<file path="src/rtl/ssp_clk_sched.sv">
// ---------------------------------------------------------------------------
// ssp_clk_sched
//   Two-requester round-robin scheduler for a serial (SSP) clock generator.
//   A granted requester owns the serial clock for one frame: a SETUP phase,
//   LEN+1 high phases of SSPCLK separated by low phases, and a trailing HOLD
//   phase that doubles as the final low phase. Every phase is DIV+1 PCLK
//   cycles long. DIV and the granted LEN are captured at grant time.
//
// Ports
//   i_pclk        : sole clock, rising edge
//   i_clear       : asynchronous active-high reset
//   i_req[1:0]    : per-requester frame request, held until that frame's DONE
//   i_len0/i_len1 : frame length minus one for requester 0 / 1
//   i_div         : SSPCLK half-period in PCLK cycles, minus one
//   o_gnt[1:0]    : one-hot grant, held for the whole frame
//   o_busy        : high whenever the scheduler is not idle
//   o_sspclk_out  : registered serial clock, idle low
//   o_bit_stb     : one-cycle pulse in the first cycle of each SSPCLK high phase
//   o_done        : one-cycle pulse in the last cycle of the frame
// ---------------------------------------------------------------------------
module ssp_clk_sched #(
  parameter int DIV_W = 8,
  parameter int LEN_W = 5
) (
  input  logic             i_pclk,
  input  logic             i_clear,
  input  logic [1:0]       i_req,
  input  logic [LEN_W-1:0] i_len0,
  input  logic [LEN_W-1:0] i_len1,
  input  logic [DIV_W-1:0] i_div,
  output logic [1:0]       o_gnt,
  output logic             o_busy,
  output logic             o_sspclk_out,
  output logic             o_bit_stb,
  output logic             o_done
);

  typedef enum logic [1:0] {
    S_IDLE   = 2'd0,
    S_SETUP  = 2'd1,
    S_ACTIVE = 2'd2,
    S_HOLD   = 2'd3
  } state_t;

  state_t           r_state;
  state_t           w_state_next;

  logic [DIV_W-1:0] r_div;      // divisor captured at grant
  logic [LEN_W-1:0] r_len;      // granted requester's length captured at grant
  logic [DIV_W-1:0] r_cnt;      // half-period down-counter
  logic [LEN_W:0]   r_bits;     // SSPCLK rises issued so far in this frame
  logic [1:0]       r_gnt;
  logic             r_last;     // 1 when requester 1 was granted last
  logic             r_sspclk;
  logic             r_bit_stb;

  logic             w_phase_end;
  logic             w_last_bit;
  logic             w_pick1;
  logic [LEN_W:0]   w_len_p1;

  assign w_phase_end = (r_cnt == '0);
  assign w_len_p1    = {1'b0, r_len} + (LEN_W+1)'(1);
  // All LEN+1 high phases have been issued; the next fall ends ACTIVE.
  assign w_last_bit  = (r_bits == w_len_p1);
  // Requester 1 wins when it is alone, or on a tie when requester 0 went last.
  assign w_pick1     = i_req[1] & (~i_req[0] | ~r_last);

  // ---------------------------------------------------------------- state reg
  always_ff @(posedge i_pclk or posedge i_clear) begin
    if (i_clear) begin
      r_state <= S_IDLE;
    end else begin
      r_state <= w_state_next;
    end
  end

  // --------------------------------------------------------------- next state
  always_comb begin
    w_state_next = r_state;
    case (r_state)
      S_IDLE:   if (|i_req)      w_state_next = S_SETUP;
      S_SETUP:  if (w_phase_end) w_state_next = S_ACTIVE;
      // The fall after the last high phase goes straight into HOLD, which
      // then serves as the frame's final low phase.
      S_ACTIVE: if (w_phase_end && r_sspclk && w_last_bit) w_state_next = S_HOLD;
      S_HOLD:   if (w_phase_end) w_state_next = S_IDLE;
      default:  w_state_next = S_IDLE;
    endcase
  end

  // ------------------------------------------------------------------ outputs
  always_comb begin
    o_busy       = (r_state != S_IDLE);
    o_done       = (r_state == S_HOLD) && w_phase_end;
    o_gnt        = r_gnt;
    o_sspclk_out = r_sspclk;
    o_bit_stb    = r_bit_stb;
  end

  // ---------------------------------------------------------------- datapath
  always_ff @(posedge i_pclk or posedge i_clear) begin
    if (i_clear) begin
      r_div     <= '0;
      r_len     <= '0;
      r_cnt     <= '0;
      r_bits    <= '0;
      r_gnt     <= 2'b00;
      r_last    <= 1'b1;
      r_sspclk  <= 1'b0;
      r_bit_stb <= 1'b0;
    end else begin
      r_bit_stb <= 1'b0;
      case (r_state)
        S_IDLE: begin
          if (|i_req) begin
            r_gnt  <= w_pick1 ? 2'b10 : 2'b01;
            r_last <= w_pick1;
            r_div  <= i_div;
            r_len  <= w_pick1 ? i_len1 : i_len0;
            r_cnt  <= i_div;
            r_bits <= '0;
          end
        end
        S_SETUP: begin
          if (w_phase_end) begin
            r_cnt     <= r_div;
            r_sspclk  <= 1'b1;
            r_bit_stb <= 1'b1;
            r_bits    <= r_bits + (LEN_W+1)'(1);
          end else begin
            r_cnt <= r_cnt - DIV_W'(1);
          end
        end
        S_ACTIVE: begin
          if (w_phase_end) begin
            r_cnt <= r_div;
            if (r_sspclk) begin
              // Falls are identical whether or not this is the last bit.
              r_sspclk <= 1'b0;
            end else begin
              r_sspclk  <= 1'b1;
              r_bit_stb <= 1'b1;
              r_bits    <= r_bits + (LEN_W+1)'(1);
            end
          end else begin
            r_cnt <= r_cnt - DIV_W'(1);
          end
        end
        S_HOLD: begin
          if (w_phase_end) begin
            r_gnt <= 2'b00;
          end else begin
            r_cnt <= r_cnt - DIV_W'(1);
          end
        end
        default: begin
          r_gnt    <= 2'b00;
          r_sspclk <= 1'b0;
        end
      endcase
    end
  end

endmodule
</file>
<file path="config.mk">
export PLATFORM = sky130hd
export DESIGN_NAME = ssp_clk_sched
export DESIGN_NICKNAME = d
export VERILOG_FILES = /design/src/rtl/ssp_clk_sched.sv
export SDC_FILE = /design/constraint.sdc
export NUM_CORES = 1
export LEC_CHECK = 0
export BUFFER_PORTS_ARGS = -buffer_cell sky130_fd_sc_hd__buf_2
export CORE_MARGIN = 1.5
export CORE_UTILIZATION = 39
export DETAILED_ROUTE_END_ITERATION = 12
export PLACE_DENSITY_LB_ADDON = 0.25
export SYNTH_ARGS = -nofsm -noshare
export SYNTH_HDL_FRONTEND = slang
export SYNTH_SLANG_ARGS = --single-unit
</file>
<file path="constraint.sdc">
create_clock -name i_pclk -period 3.1 [get_ports i_pclk]
set_input_delay 0.155 -clock i_pclk [delete_from_list [all_inputs] [get_ports i_pclk]]
set_output_delay 0.155 -clock i_pclk [all_outputs]
set_load 0.005 [all_outputs]
</file>
After elaboration in Yosys (flattened, before gate mapping)

Cells that the tools add are included.

Output and inout port bits: 6
Register bits after elaboration: 34

Muxes and demuxes: 25
Reduce and logical (&&, ||, !) cells: 17
Equal/unequal tests: 11
Bitwise logic cells: 4
Add/subtract/negate cells: 3

Operators with widths:

| cell                  | number |
|---|---|
| $mux W6               | 4 |
| $mux W8               | 3 |
| $pmux W8 S3           | 1 |
| $pmux W6 S3           | 1 |
| $ne A2 B2 Y1 const B  | 7 |
| $mux W2               | 6 |
| $logic_not A8 Y1      | 1 |
| $pmux W2 S4           | 1 |
| $sub A8 B1 Y8 const B | 1 |
| $add A5 B1 Y6 const B | 1 |
| $add A6 B1 Y6 const B | 1 |
| $eq A6 B6 Y1          | 1 |
| $reduce_and A3 Y1     | 2 |
| $reduce_bool A2 Y1    | 3 |
| $mux W1               | 5 |
| $mux W5               | 1 |
| $reduce_and A5 Y1     | 1 |
| $eq A2 B2 Y1 const B  | 2 |
| $pmux W1 S2           | 2 |
| $pmux W2 S2           | 1 |
| $reduce_and A2 Y1     | 2 |
| $reduce_and A4 Y1     | 1 |
| $reduce_or A2 Y1      | 2 |
| $logic_and A1 B1 Y1   | 3 |
| other kinds (6)       | 7 |

Depth between registers and ports, before layout

Gate-level depths: netlist (run 1).

Depth in word-level cells: 6
Mapped depth: 9
Mapped depth without buffers: 7

Worst setup path before layout (run 1)

No wires, ideal clock.

Path type: reg-to-reg
Start point: register r_cnt[0]
End point: register r_cnt[3]
Cell stages (with the launch flop): 8
Setup time: 130 ps
Path slack: 793 ps
Clock period less this slack: 2307 ps
Data required time: 2970 ps
Arrival: 2176 ps
Cells stage by stage: dfrtp_1 -> inv_1 -> ha_1 -> or4b_4 -> or3_4 -> mux2_1 -> a221oi_1 -> o32ai_1

Cells in the longest elaborated chain, start to end: 3

Ends and longest elaborated chain:

| item                                                     | RTL line | text |
|---|---|---|
| start: declaration                                       | 50       | `logic [DIV_W-1:0] r_cnt;` |
| start signal: assignment                                 | 121      | `r_cnt <= i_div;` |
| start signal: assignment                                 | 127      | `r_cnt <= r_div;` |
| start signal: assignment                                 | 132      | `r_cnt <= r_cnt - DIV_W'(1);` |
| $sub A8 B1 Y8 / $logic_not A8 Y1 (equally long branches) | --       |  |
| $mux W8, or another cell as far along                    | 151      | `if (w_phase_end) begin` |
| $pmux W8 S3 / $reduce_and A2 Y1 (equally long branches)  | --       |  |

Several ways; a longest one is shown, not always the timed one. The select of a mux whose other input is x is not followed.
A chain may end at the register's enable or synchronous reset.

Worst setup path after layout (run 1)

Ends and elaborated chain as after synthesis.

==> results of run 1 <==
-- what timing repair did --
| action | CTS | global route |
|---|---|---|
| endpoints found under the hold margin | 33 | 0 |
| resized for setup | 0 | 0 |
| hold buffers | 1 | 0 |
| setup endpoints to repair | 0 | 0 |
-- power groups by stage --
| stage | logic (W) | registers (W) | clock network [W] |
|---|---|---|---|
| floorplan | 0.000319 | 0.000594 | 0 |
| global placement | 0.000387 | 0.000619 | 0 |
| detailed placement | 0.000394 | 0.000619 | 0 |
| CTS | 0.000397 | 0.000613 | 0.000352 |
| global route | 0.000449 | 0.000630 | 0.000374 |
| finish | 0.000397 | 0.000615 | 0.000344 |
-- cells in the final DEF (no fill, tap or decap), types with 4 or more instances in the layout --
cell type  instances
nand3_1            8
nor4_1             4
a21oi_1           10
nand2_1           20
nor3_1             6
mux2i_1            9
buf_4              4
dfrtp_1           33
buf_2             27
o21ai_1           16
o21ai_0            9
inv_1             11
nor2_1            11
nand2b_1           4
ha_1               7
clkbuf_8           6
xnor2_1            4
mux2_2             8
-- stage by stage --
stage / power, W / cells / worst slack [ns] / utilization
floorplan: 0.000912 / 219 / 0.793 / -
global placement: 0.00101 / 312 / 0.643 / 0.450
detailed placement: 0.00101 / 312 / 0.565 / 0.450
CTS: 0.00136 / 321 / 0.565 / 0.469
global route: 0.00145 / 321 / 0.385 / 0.469
finish: 0.00136 / 321 / 0.560 / 0.469
-- registers in the layout, summed over array words and instances, names as in the netlist --
signal	flops
r_state	2
r_cnt	8
r_len	5
o_gnt	2
r_div	8
r_last	1
o_sspclk_out	1
o_bit_stb	1
r_bits	6
-- area by class of cell --
class                      instances  area share
sequential                        34       0.355
clock buffer                       8      0.0376
multi-input combinational        165       0.479
tap                               70      0.0365
timing repair buffer              32      0.0731
inverter                          12      0.0188
-- routing by layer --
metal / GRT usage / wire length [um]
met5: 0 / 0
met4: 0.0815 / 95
met3: 0.0383 / 177
met2: 0.274 / 2190
met1: 0.245 / 2300
-- kinds of logic (layout without fill, tap and decap cells) --
family	after synthesis	count (layout)
fa+ha+maj	7	7
flops	34	34
compound gates	65	65
mux	18	18
buf+inv	20	52
simple gates	69	69
xor+xnor	6	6
-- final timing paths --
path,end,cells after the start,start
hold reg to reg,r_div[2],1,r_div[2]
max in group asynchronous,r_last,4,i_clear
hold / removal,r_last,2,i_req[0]
setup reg to reg,r_cnt[3],7,r_cnt[0]
setup / recovery,r_cnt[3],7,r_cnt[0]
min in group asynchronous,r_cnt[6],4,i_clear
-- worst register-to-register path: cells and delay by family, from the launching register on --
family | cells | cell delay [ns]
AND/OR/NAND/NOR | 2 | 1.00
multiplexers | 1 | 0.34
adder cells (fa/ha/maj) | 1 | 0.19
flip-flops | 1 | 0.41
AO/OA/AOI/OAI | 2 | 0.38
buffers and inverters | 1 | 0.11
==> flow_metrics.py, run 1 <==
metrics = {
    "outcome": {
        "status": "completed",
    },
    "detailed_routing": {
        "routed_wl_mm": 4.77,
        "detailroute.via_count": 1763,
        "drc": 0,
        "final_antenna_net_count": 0,
        "wl_per_cell_um": 14.8,
        "dr.pass1.iters": 4,
        "drtIter0Drc": 165,
        "routed_via_density": 5.49,
    },
    "synthesis": {
        "synthMuxAreaShare": 0.0921,
        "yosys.area.top_type": "dfrtp_1",
        "syn_nets": 248,
        "netlist_instances": 219,
        "netlist.area_leader.share": 0.397,
        "yosys_register_bits": 34,
        "ys.flop_type": "dfrtp_1",
        "synth-edff-count": 0,
        "ys_async_sr_fraction": 1.00,
        "yosys_warnings": 0,
        "yosysMostFrequentCell": "dfrtp_1",
        "yosys.area_share.simple": 0.178,
        "synthTopCellsByArea": "dfrtp_1, mux2i_1, mux2_2, ha_1, o21ai_1",
        "synth_adder_area_share": 0.0421,
        "synth_xor_area_frac": 0.0253,
        "synth_top_family_by_area": "compound AO/OA/AOI/OAI gates",
        "synthTopCellsByCount": "dfrtp_1, nand2_1, o21ai_1",
        "ys_types": 52,
        "syn_avg_cell_area_um2": 9.49,
        "syn-cell-area_mm2": 0.00208,
        "synth_compound_area_frac": 0.214,
        "yosysSeqAreaShare": 0.410,
    },
    "sta": {
        "tightest_slew_ns": 0.773,
        "tns_ns": 0,
        "setup_viol": 0,
        "rsz0062_at_grt": "false",
        "fin_skew_ns": 0.00626,
        "slew_headroom": 0.484,
        "holdWs_ns": 0.0656,
        "fin_crit_sh": 0.819,
        "final_hold_viol_count": 0,
        "period_needed_ns": 2.54,
        "drv_slew": 0,
        "max_freq_mhz": 394,
    },
    "layout": {
        "area_growth_pct": 15.4,
        "final_area_mm2": 0.00240,
        "layout.nets": 279,
        "nFillCells": 518,
        "num_antenna_cells": 0,
        "drive_gt1_frac": 0.215,
        "seqCellArea_um2": 852,
        "multi_input_area_mm2": 0.00115,
    },
    "worst_setup_path": {
        "path_buf_inv": 1,
        "crit_slowest_cell": "or4b_4",
        "critPathKind": "register to register",
        "start_kind": "register",
        "cp_cell_sequence": "inv_1 > ha_1 > or4b_4 > or3_4 > mux2_1 > a221oi_1 > o32ai_1",
        "cp_max_fo": 12,
        "rrSetupSlack_ns": 0.56,
        "crit_family": "simple AND/OR/NAND/NOR gates",
        "required_ns": 3.27,
        "cp_slowest_stage_delay_ns": 0.52,
        "cp.arrival_ns": 2.71,
        "critPathCaptureType": "register",
    },
    "grt": {
        "grt_use_total": 0.180,
        "grt_pass1_wl_mm": 8.42,
        "antenna_found_initial": 0,
        "grt_max_degree": 35,
        "grt_pass1_vias": 1744,
        "grt_overflow": 0,
    },
    "power": {
        "power_density_mw_per_mm2": 565,
        "irDropWorstVdd_uv": 235,
        "seq_power_share": 0.454,
        "swShare": 0.339,
        "switchingPower_w": 0.000460,
        "intPower_w": 0.000896,
        "power_frac_clock": 0.253,
        "combPwrFrac": 0.293,
        "p_leak_nw": 1.14,
    },
    "clocking": {
        "cts_root_buf": "clkbuf_8",
        "clk_latency_ns": 0.29,
        "cts_tree": "built",
        "cts_made_buffers": 5,
        "cts.path.max_buffers": 2,
        "clk_pin_slew_worst_paths_ns": 0.07,
        "h-tree-depth": 2,
        "cts_setup_buffers": 0,
        "cts.sinks": 34,
    },
    "die": {
        "fp.dieArea_mm2": 0.00578,
        "ioPinCount": 28,
        "coreArea_mm2": 0.00511,
        "fp-row-count": 26,
        "start_util": 0.407,
        "die_x_um": 76,
        "die_h_um": 76,
    },
    "hold_path": {
        "hp-class": "primary input to register",
    },
    "place": {
        "place_area_mm2": 0.00230,
        "gp_congestion": 0.870,
        "io_buffers": 27,
        "place_hpwl_mm": 3.32,
    },
    "run": {
        "max_cap_violations": 0,
    },
}
(Power assumes the default switching activity.)
==> run 2, diff against run 1 <==
==> constraint.sdc (replaced) <==
create_clock -name i_pclk -period 2.5 [get_ports i_pclk]
set_input_delay 0.125 -clock i_pclk [delete_from_list [all_inputs] [get_ports i_pclk]]
set_output_delay 0.125 -clock i_pclk [all_outputs]
set_load 0.005 [all_outputs]
==> run 2 against run 1 <==
Net effect: fmax increased by 6.1%; die area unchanged; combinational power increased by 38%; cell count increased by 2.5%.
==> flow_metrics.py, run 2 (synthesized netlist as in run 1, its figures left out) <==
metrics = {
    "outcome": {
        "status": "completed",
    },
    "layout": {
        "layout_commonest_cell": "dfrtp_1",
        "layout_common_cells": "dfrtp_1, buf_2, nand2_1",
        "layout.nets": 287,
        "num_antenna_cells": 0,
        "drive_gt1_frac": 0.259,
        "area_growth_pct": 18.9,
        "top_regs": "r_cnt x8, r_div x8, r_bits x6",
    },
    "die": {
        "ioPinCount": 28,
        "die_x_um": 76,
        "fp-row-count": 26,
        "start_util": 0.407,
        "die_h_um": 76,
        "coreArea_mm2": 0.00511,
        "fp.dieArea_mm2": 0.00578,
    },
    "sta": {
        "tns_ns": 0,
        "slew_headroom": 0.307,
        "fin_skew_ns": 0.00267,
        "fin_crit_sh": 0.958,
        "drv_slew": 0,
        "final_hold_viol_count": 0,
        "rsz0062_at_grt": "false",
        "tightest_slew_ns": 1.03,
        "period_needed_ns": 2.39,
        "max_freq_mhz": 418,
        "setup_viol": 0,
    },
    "clocking": {
        "cts_made_buffers": 5,
        "cts.sinks": 34,
        "cts_root_buf": "clkbuf_8",
        "cts.path.max_buffers": 2,
        "clk_latency_ns": 0.28,
        "clk_pin_slew_worst_paths_ns": 0.07,
        "h-tree-depth": 2,
        "cts_tree": "built",
    },
    "place": {
        "place_hpwl_mm": 3.47,
        "io_buffers": 27,
        "gp_congestion": 0.883,
    },
    "worst_setup_path": {
        "critPathCaptureType": "register",
        "cp_max_fo": 5,
        "cp.arrival_ns": 2.56,
        "r2r_cells": 7,
        "cp_cell_sequence": "inv_2 > ha_2 > or4b_4 > or3_4 > mux2_1 > a221oi_1 > o32ai_1",
        "required_ns": 2.67,
        "start_kind": "register",
        "r2r_start": "r_cnt[0]",
        "cp_slowest_stage_delay_ns": 0.51,
        "crit_slowest_cell": "or4b_4",
        "critPathKind": "register to register",
        "r2r-end": "r_cnt[3]",
        "rrSetupSlack_ns": 0.11,
    },
    "power": {
        "power_density_mw_per_mm2": 699,
        "irDropWorstVdd_uv": 303,
        "p_total_w": 0.00173,
        "p_leak_nw": 1.18,
    },
    "detailed_routing": {
        "routed_via_density": 5.45,
        "routed_wl_mm": 4.93,
        "detailroute.via_count": 1792,
        "drc": 0,
        "dr.pass1.iters": 4,
        "final_antenna_net_count": 0,
        "wl_per_cell_um": 15.0,
        "drtIter0Drc": 147,
    },
    "grt": {
        "antenna_found_initial": 0,
        "grt_pass1_vias": 1728,
        "grt_overflow": 0,
        "grt_pass1_wl_mm": 8.20,
        "grt_use_total": 0.178,
        "grt_max_degree": 35,
    },
    "hold_path": {
        "min_from": "i_req[0]",
        "hp-class": "primary input to register",
        "min_path_cells": 2,
        "worstHoldEndpoint": "r_last",
    },
    "run": {
        "max_cap_violations": 0,
    },
}
==> run 2: worst max-delay path by stage <==
| stage | slack (ns) | end | cells after the start | start |
|---|---|---|---|---|
| floorplan | 0.19 | r_cnt[3] | 7 | r_cnt[0] |
| global route | 0.001 | r_cnt[3] | 7 | r_cnt[1] |
| finish | 0.11 | r_cnt[3] | 7 | r_cnt[0] |
| global placement | 0.13 | r_cnt[3] | 7 | r_cnt[0] |
| CTS | 0.04 | r_cnt[3] | 7 | r_cnt[0] |
| detailed placement | 0.05 | r_cnt[3] | 7 | r_cnt[0] |
==> run 2: metal layers <==
layer | GRT usage | vias up | wire, um | part of all wire
li1 | - | 898 | - | -
met1 | 0.237 | 850 | 2290 | 0.47
met2 | 0.282 | 38 | 2350 | 0.48
met3 | 0.0359 | 6 | 217 | 0.044
met4 | 0.0759 | 0 | 69 | 0.014
met5 | 0 | - | 0 | 0
==> run 2: worst max-delay path: cells and delay by family (launching register included) <==
| family | cells | cell delay [ns] |
|---|---|---|
| and+or+nand+nor | 2 | 0.91 |
| DFF | 1 | 0.41 |
| AOI/OAI and AO/OA | 2 | 0.36 |
| muxes | 1 | 0.31 |
| adders and majority gates | 1 | 0.19 |
| buffers and inverters | 1 | 0.08 |
==> run 2: where the power goes <==
| group | internal (W) | total [W] | switching [W] |
|---|---|---|---|
| clock | 0.000222 | 0.000422 | 0.000200 |
| sequential | 0.000638 | 0.000757 | 0.000118 |
| combinational | 0.000280 | 0.000549 | 0.000269 |
| total | 0.00114 | 0.00173 | 0.000587 |
==> run 2: area by class of cell <==
cell class | count | area (um2)
Clock buffer | 7 | 86.3
Clock inverter | 1 | 5.00
Fill cell | 486 | 2640
Inverter | 12 | 45.0
Multi-Input combinational cell | 165 | 1160
Sequential cell | 34 | 852
Tap cell | 70 | 87.6
Timing Repair Buffer | 40 | 235
==> run 2: timing repair <==
action,CTS,global route
buffers inserted,0,1
hold buffers,1,0
endpoints found under the setup margin,0,7
resized for setup,0,5
hold endpoints to repair,33,0
==> run 2: per-stage QoR <==
step	hold slack [ns]	utilization	cells	setup slack [ns]	instance area, um2
finish	0.0396	0.484	329	0.105	2470
global route	0.0348	0.484	329	0.00113	2470
CTS	0.0282	0.480	328	0.0354	2450
detailed placement	0.255	0.460	319	0.0504	2350
global placement	0.248	0.460	319	0.131	2350
floorplan	0.198	-	219	0.193	2080
